## src/rtl/fetch_unit.sv

```systemverilog
// fetch_unit: PC register, imem addressing and next-PC resolution for jumps/branches
module fetch_unit #(
  parameter int ADDR_W = 12,
  parameter int CNT_W  = 32
) (
  input  logic              clock,
  input  logic              reset,
  input  logic              stall,
  input  logic              jp_ctrl,
  input  logic              bne_ctrl,
  input  logic              blt_ctrl,
  input  logic              is_not_equal,
  input  logic              is_less_than,
  input  logic [16:0]       imm,
  input  logic [26:0]       target,
  output logic [ADDR_W-1:0] imem_addr,
  output logic [ADDR_W-1:0] pc,
  output logic [ADDR_W-1:0] pc_plus1,
  output logic              inst_valid,
  output logic              redirect,
  output logic              stalled,
  output logic [CNT_W-1:0]  retired_count
);
  typedef enum logic [1:0] {BOOT, RUN, STALL} state_t;
  state_t state, state_nxt;
  logic eff_jp, br_taken;
  logic [ADDR_W-1:0] br_addr;
  logic unused_target_bits;
  assign unused_target_bits = ^target[26:ADDR_W];
  always_ff @(posedge clock) begin
    if (reset) begin
      state         <= BOOT;
      pc            <= '0;
      retired_count <= '0;
    end else begin
      state <= state_nxt;
      pc    <= imem_addr;
      if (inst_valid && !stall) retired_count <= retired_count + CNT_W'(1);
    end
  end
  always_comb begin
    state_nxt = (state == BOOT) ? RUN : (stall ? STALL : RUN);
  end
  // branch offset is sign-extended then wrapped to the PC width
  always_comb begin
    inst_valid = (state != BOOT);
    stalled    = (state == STALL);
    pc_plus1   = pc + ADDR_W'(1);
    br_addr    = pc_plus1 + ADDR_W'($signed(imm));
    eff_jp     = jp_ctrl & inst_valid & ~stall;
    br_taken   = inst_valid & ~stall & ((bne_ctrl & is_not_equal) | (blt_ctrl & is_less_than));
    redirect   = eff_jp | br_taken;
    imem_addr  = !inst_valid ? '0 :
                 stall       ? pc :
                 eff_jp      ? target[ADDR_W-1:0] :
                 br_taken    ? br_addr : pc_plus1;
  end
endmodule

```

## config.mk

```make
export PLATFORM = sky130hd
export DESIGN_NAME = fetch_unit
export DESIGN_NICKNAME = d
export VERILOG_FILES = /design/src/rtl/fetch_unit.sv
export SDC_FILE = /design/constraint.sdc
export NUM_CORES = 1
export LEC_CHECK = 0
export ABC_AREA = 1
export BUFFER_PORTS_ARGS = -buffer_cell sky130_fd_sc_hd__buf_2
export CAP_MARGIN = 20
export CORE_UTILIZATION = 39
export CTS_CLUSTER_SIZE = 16
export DETAILED_ROUTE_END_ITERATION = 10
export PLACE_DENSITY = 0.66
export SYNTH_ARGS = -nofsm -noshare
export SYNTH_HDL_FRONTEND = slang
export SYNTH_SLANG_ARGS = --single-unit
```

## constraint.sdc

```tcl
create_clock -name clock -period 9.3 [get_ports clock]
set_clock_uncertainty 0.2 [all_clocks]
set_input_delay 1.86 -clock clock [delete_from_list [all_inputs] [get_ports clock]]
set_output_delay 1.86 -clock clock [all_outputs]
set_load 0.005 [all_outputs]
```

==> impl_metrics.sql <==
INSERT INTO impl_metrics (metric_group, metric, value, unit) VALUES
('cells_and_area', 'antenna-diode-count', '0', ''),
('detailed_routing', 'route.antenna.remaining_nets', '0', ''),
('logic_synthesis', 'postSynthCellCount', '497', ''),
('clock_tree', 'cts_post_setup_buffers_inserted', '0', ''),
('run', 'maxCapViolCount', '0', ''),
('pwr', 'power.internal', '0.304', 'mW'),
('global_routing', 'grt_max_degree', '27', ''),
('timing', 'setup_viol', '0', ''),
('floorplan', 'boundaryPins', '123', ''),
('floorplan', 'fp.dieH', '93.1', 'um'),
('clock_tree', 'tritoncts', 'yes', ''),
('floorplan', 'row_count', '32', ''),
('timing', 'max_freq', '0.173', 'GHz'),
('timing', 'fin_crit', '5.79', 'ns'),
('clock_tree', 'hold_buffers', '0', ''),
('pwr', 'power_per_cell_area', '105', 'nW/um^2'),
('global_routing', 'grt_remaining_overflow', '0', ''),
('placement', 'post-place-ws', '3.51', 'ns'),
('placement', 'placement.io_buffers', '102', ''),
('status', 'run_status', 'finished, final reports clean', ''),
('timing', 'max_slew.worst_pin.slew', '0.864', 'ns'),
('timing', 'timing.setup.tns', '0', 'ns'),
('floorplan', 'initial_core_util', '41.0', '%'),
('cells_and_area', 'drive_gt1_share', '24.7', '%'),
('logic_synthesis', 'syn_avg_cell_area', '6.51', 'sq um'),
('clock_tree', 'clock-sinks', '46', ''),
('timing', 'report.final.slew_viol_count', '0', ''),
('detailed_routing', 'avgViaCountPerCell', '5.00', ''),
('pwr', 'leakagePower', '2.02', 'nW'),
('detailed_routing', 'firstDrtPassIters', '4', ''),
('setup_path', 'path_max_fanout', '3', ''),
('detailed_routing', 'routedWlPerCell', '12.4', 'um'),
('pwr', 'sw_ratio', '26.2', '%'),
('placement', 'place_hpwl', '7.00', 'mm'),
('clock_tree', 'clock_tree.htree_level_count', '2', ''),
('clock_tree', 'cts.clk_slew.worst_paths', '0.09', 'ns'),
('clock_tree', 'cts_buffer_count', '5', ''),
('timing', 'timing.final.hold_violations', '0', ''),
('global_routing', 'grt_pass1_vias', '3350', ''),
('cells_and_area', 'area.growth.synth_to_final', '21.5', '%'),
('clock_tree', 'cts_root_buffer', 'sky130_fd_sc_hd__clkbuf_8', ''),
('setup_path', 'worstSetupPathType', 'primary input to primary output', ''),
('clock_tree', 'clk_latency', '0.29', 'ns'),
('logic_synthesis', 'yosysSeqAreaShare', '28.4', '%'),
('floorplan', 'fp.dieW', '93.1', 'um'),
('pwr', 'vdd_ir_drop_max', '90.1', 'uV'),
('logic_synthesis', 'synthesis.nets', '565', ''),
('global_routing', 'grt_util_all_layers', '20.7', '%'),
('floorplan', 'core_area', '7890', 'sq um'),
('logic_synthesis', 'syn-cell-area', '3240', 'sq um'),
('clock_tree', 'cts.repair.resized', '0', ''),
('pwr', 'power.total', '0.412', 'mW'),
('detailed_routing', 'route.vias.total', '3487', ''),
('timing', 'rsz0062_at_grt', 'no', ''),
('placement', 'finalWeightedCongestion', '0.875', ''),
('cells_and_area', 'finalNetCount', '663', ''),
('logic_synthesis', 'ys_seq_elements', '46', ''),
('timing', 'worst_slack', '3.51', 'ns'),
('setup_path', 'data_required_time_of_the_critical_path', '7.24', 'ns'),
('clock_tree', 'clock_path_buffers', '2', ''),
('placement', 'placed_area', '3820', 'sq um'),
('worst_hold_path', 'worstHoldPathType', 'flip-flop to flip-flop', ''),
('setup_path', 'cp-start-kind', 'primary input', ''),
('detailed_routing', 'wirelength', '8.68', 'mm'),
('setup_path', 'worstSetupEndpointType', 'primary output', ''),
('setup_path', 'critPathArrivalTime', '3.73', 'ns'),
('global_routing', 'grt_antenna_before_repair', '0', ''),
('pwr', 'share_clk_of_total_power', '35.6', '%'),
('detailed_routing', 'drt_first_iter_violations', '117', ''),
('pwr', 'power_frac_comb', '15.2', '%'),
('detailed_routing', 'drc', '0', ''),
('timing', 'relSlewSlack', '42.2', '%'),
('floorplan', 'dieArea', '8670', 'sq um'),
('pwr', 'seqPwrFrac', '49.2', '%'),
('pwr', 'power.switching', '0.108', 'mW'),
('cells_and_area', 'post_route_design_area', '3930', 'sq um'),
('cells_and_area', 'num-fill-cells', '825', ''),
('logic_synthesis', 'cell_variety_after_synth', '41', ''),
('global_routing', 'grt_pass1_wl', '14.6', 'mm'),
('timing', 'final_min_period_over_clock_period', '62.3', '%'),
('logic_synthesis', 'yosys_warnings', '0', '');
## logic make-up after synthesis
logic type | Yosys count | share of synthesized area (%)
simple gates | 250 | 37.0
buf+inv | 89 | 10.7
compound gates | 84 | 14.2
flops | 46 | 28.4
fa+ha+maj | 16 | 6.42
xor+xnor | 12 | 3.25
## layout by cell type, fill, tap and decap left out, types with 9 or more instances in the layout
cell	count
sky130_fd_sc_hd__o21ai_0	18
sky130_fd_sc_hd__inv_1	67
sky130_fd_sc_hd__nor2_1	50
sky130_fd_sc_hd__nor3_1	15
sky130_fd_sc_hd__inv_2	9
sky130_fd_sc_hd__ha_1	15
sky130_fd_sc_hd__nand2_1	114
sky130_fd_sc_hd__o21ai_1	10
sky130_fd_sc_hd__nand4_1	15
sky130_fd_sc_hd__nand3_1	25
sky130_fd_sc_hd__a21oi_1	40
sky130_fd_sc_hd__dfxtp_1	46
sky130_fd_sc_hd__buf_2	102
## final cells by class
cell class / instances / area [sq um] / area share (%)
inverters: 78 / 293 / 7.45
clock inverters: 2 / 37.5 / 0.955
multi-input cells: 362 / 1970 / 50.1
well taps: 102 / 128 / 3.25
clock buffers: 6 / 72.6 / 1.85
flip-flops and latches: 46 / 921 / 23.4
repair buffers: 102 / 510 / 13.0
## flip-flops by register name, summed over array words and instances, names as in the netlist
register       flops
pc                12
state              2
retired_count     32
## power groups by stage
stage	clock (mW)	combinational [mW]	sequential, mW
4_1_cts	0.150	0.0628	0.203
3_5_place_dp	0	0.0624	0.207
2_1_floorplan	0	0.0408	0.207
3_3_place_gp	0	0.0613	0.207
6_report	0.147	0.0624	0.203
5_1_grt	0.158	0.0714	0.203
## metal layers
metal	track usage, %	vias to the layer above	wire length, um
met5	0	-	0
met4	4.87	0	99
met3	3.82	8	553
met2	38.4	115	4240
met1	24.4	1560	3790
li1	-	1804	-
## through the flow
stage / utilization [%] / hold WS (ns) / instances
3_5_place_dp: 48.4 / 0.284 / 690
6_report: 49.8 / 0.301 / 698
3_3_place_gp: 48.4 / 0.277 / 690
4_1_cts: 49.8 / 0.300 / 698
5_1_grt: 49.8 / 0.322 / 698
2_1_floorplan: - / 0.271 / 497
## synthesized netlist by cell type, drive strengths merged
library cell | n | area [sq um]
nor2 | 61 | 287
nand2 | 120 | 480
inv | 76 | 285
a31oi | 1 | 6.26
nand3 | 31 | 193
nand4 | 15 | 93.8
a21oi | 41 | 209
clkinv | 2 | 7.51
a211oi | 1 | 7.51
a221oi | 1 | 8.76
xor2 | 8 | 70.1
nor4 | 1 | 6.26
o21bai | 3 | 22.5
or2 | 2 | 12.5
o21ai | 28 | 140
and3 | 1 | 6.26
dfxtp | 46 | 921
o22ai | 1 | 6.26
nor3b | 3 | 32.5
ha | 15 | 188
nor3 | 16 | 85.1
xnor2 | 4 | 35.0
clkbuf | 7 | 26.3
a21o | 1 | 7.51
buf | 4 | 27.5
o211ai | 7 | 52.6
fa | 1 | 20.0
## worst max-delay path: stages
cell and delay, ns:
sky130_fd_sc_hd__buf_2 0.10, sky130_fd_sc_hd__ha_1 0.22, sky130_fd_sc_hd__fa_1 0.43, sky130_fd_sc_hd__nand3_1 0.11, sky130_fd_sc_hd__nand2_1 0.12, sky130_fd_sc_hd__a21oi_1 0.15, sky130_fd_sc_hd__inv_1 0.06, sky130_fd_sc_hd__or2_2 0.27
sky130_fd_sc_hd__nand3_1 0.07, sky130_fd_sc_hd__nand3_1 0.06, sky130_fd_sc_hd__nand2_1 0.10, sky130_fd_sc_hd__nand2_1 0.05, sky130_fd_sc_hd__buf_2 0.13
## path summary, 6_finish.rpt
| kind | slack, ns | start | to | cells past startpoint |
|---|---|---|---|---|
| worst max-delay path | 3.51 | imm[0] | imem_addr[6] | 13 |
| worst min-delay path | 0.30 | retired_count[7] | retired_count[7] | 2 |
| worst max register to register | 6.13 | pc[0] | pc[11] | 18 |
| worst min register to register | 0.30 | retired_count[7] | retired_count[7] | 2 |
(Power assumes the default switching activity.)
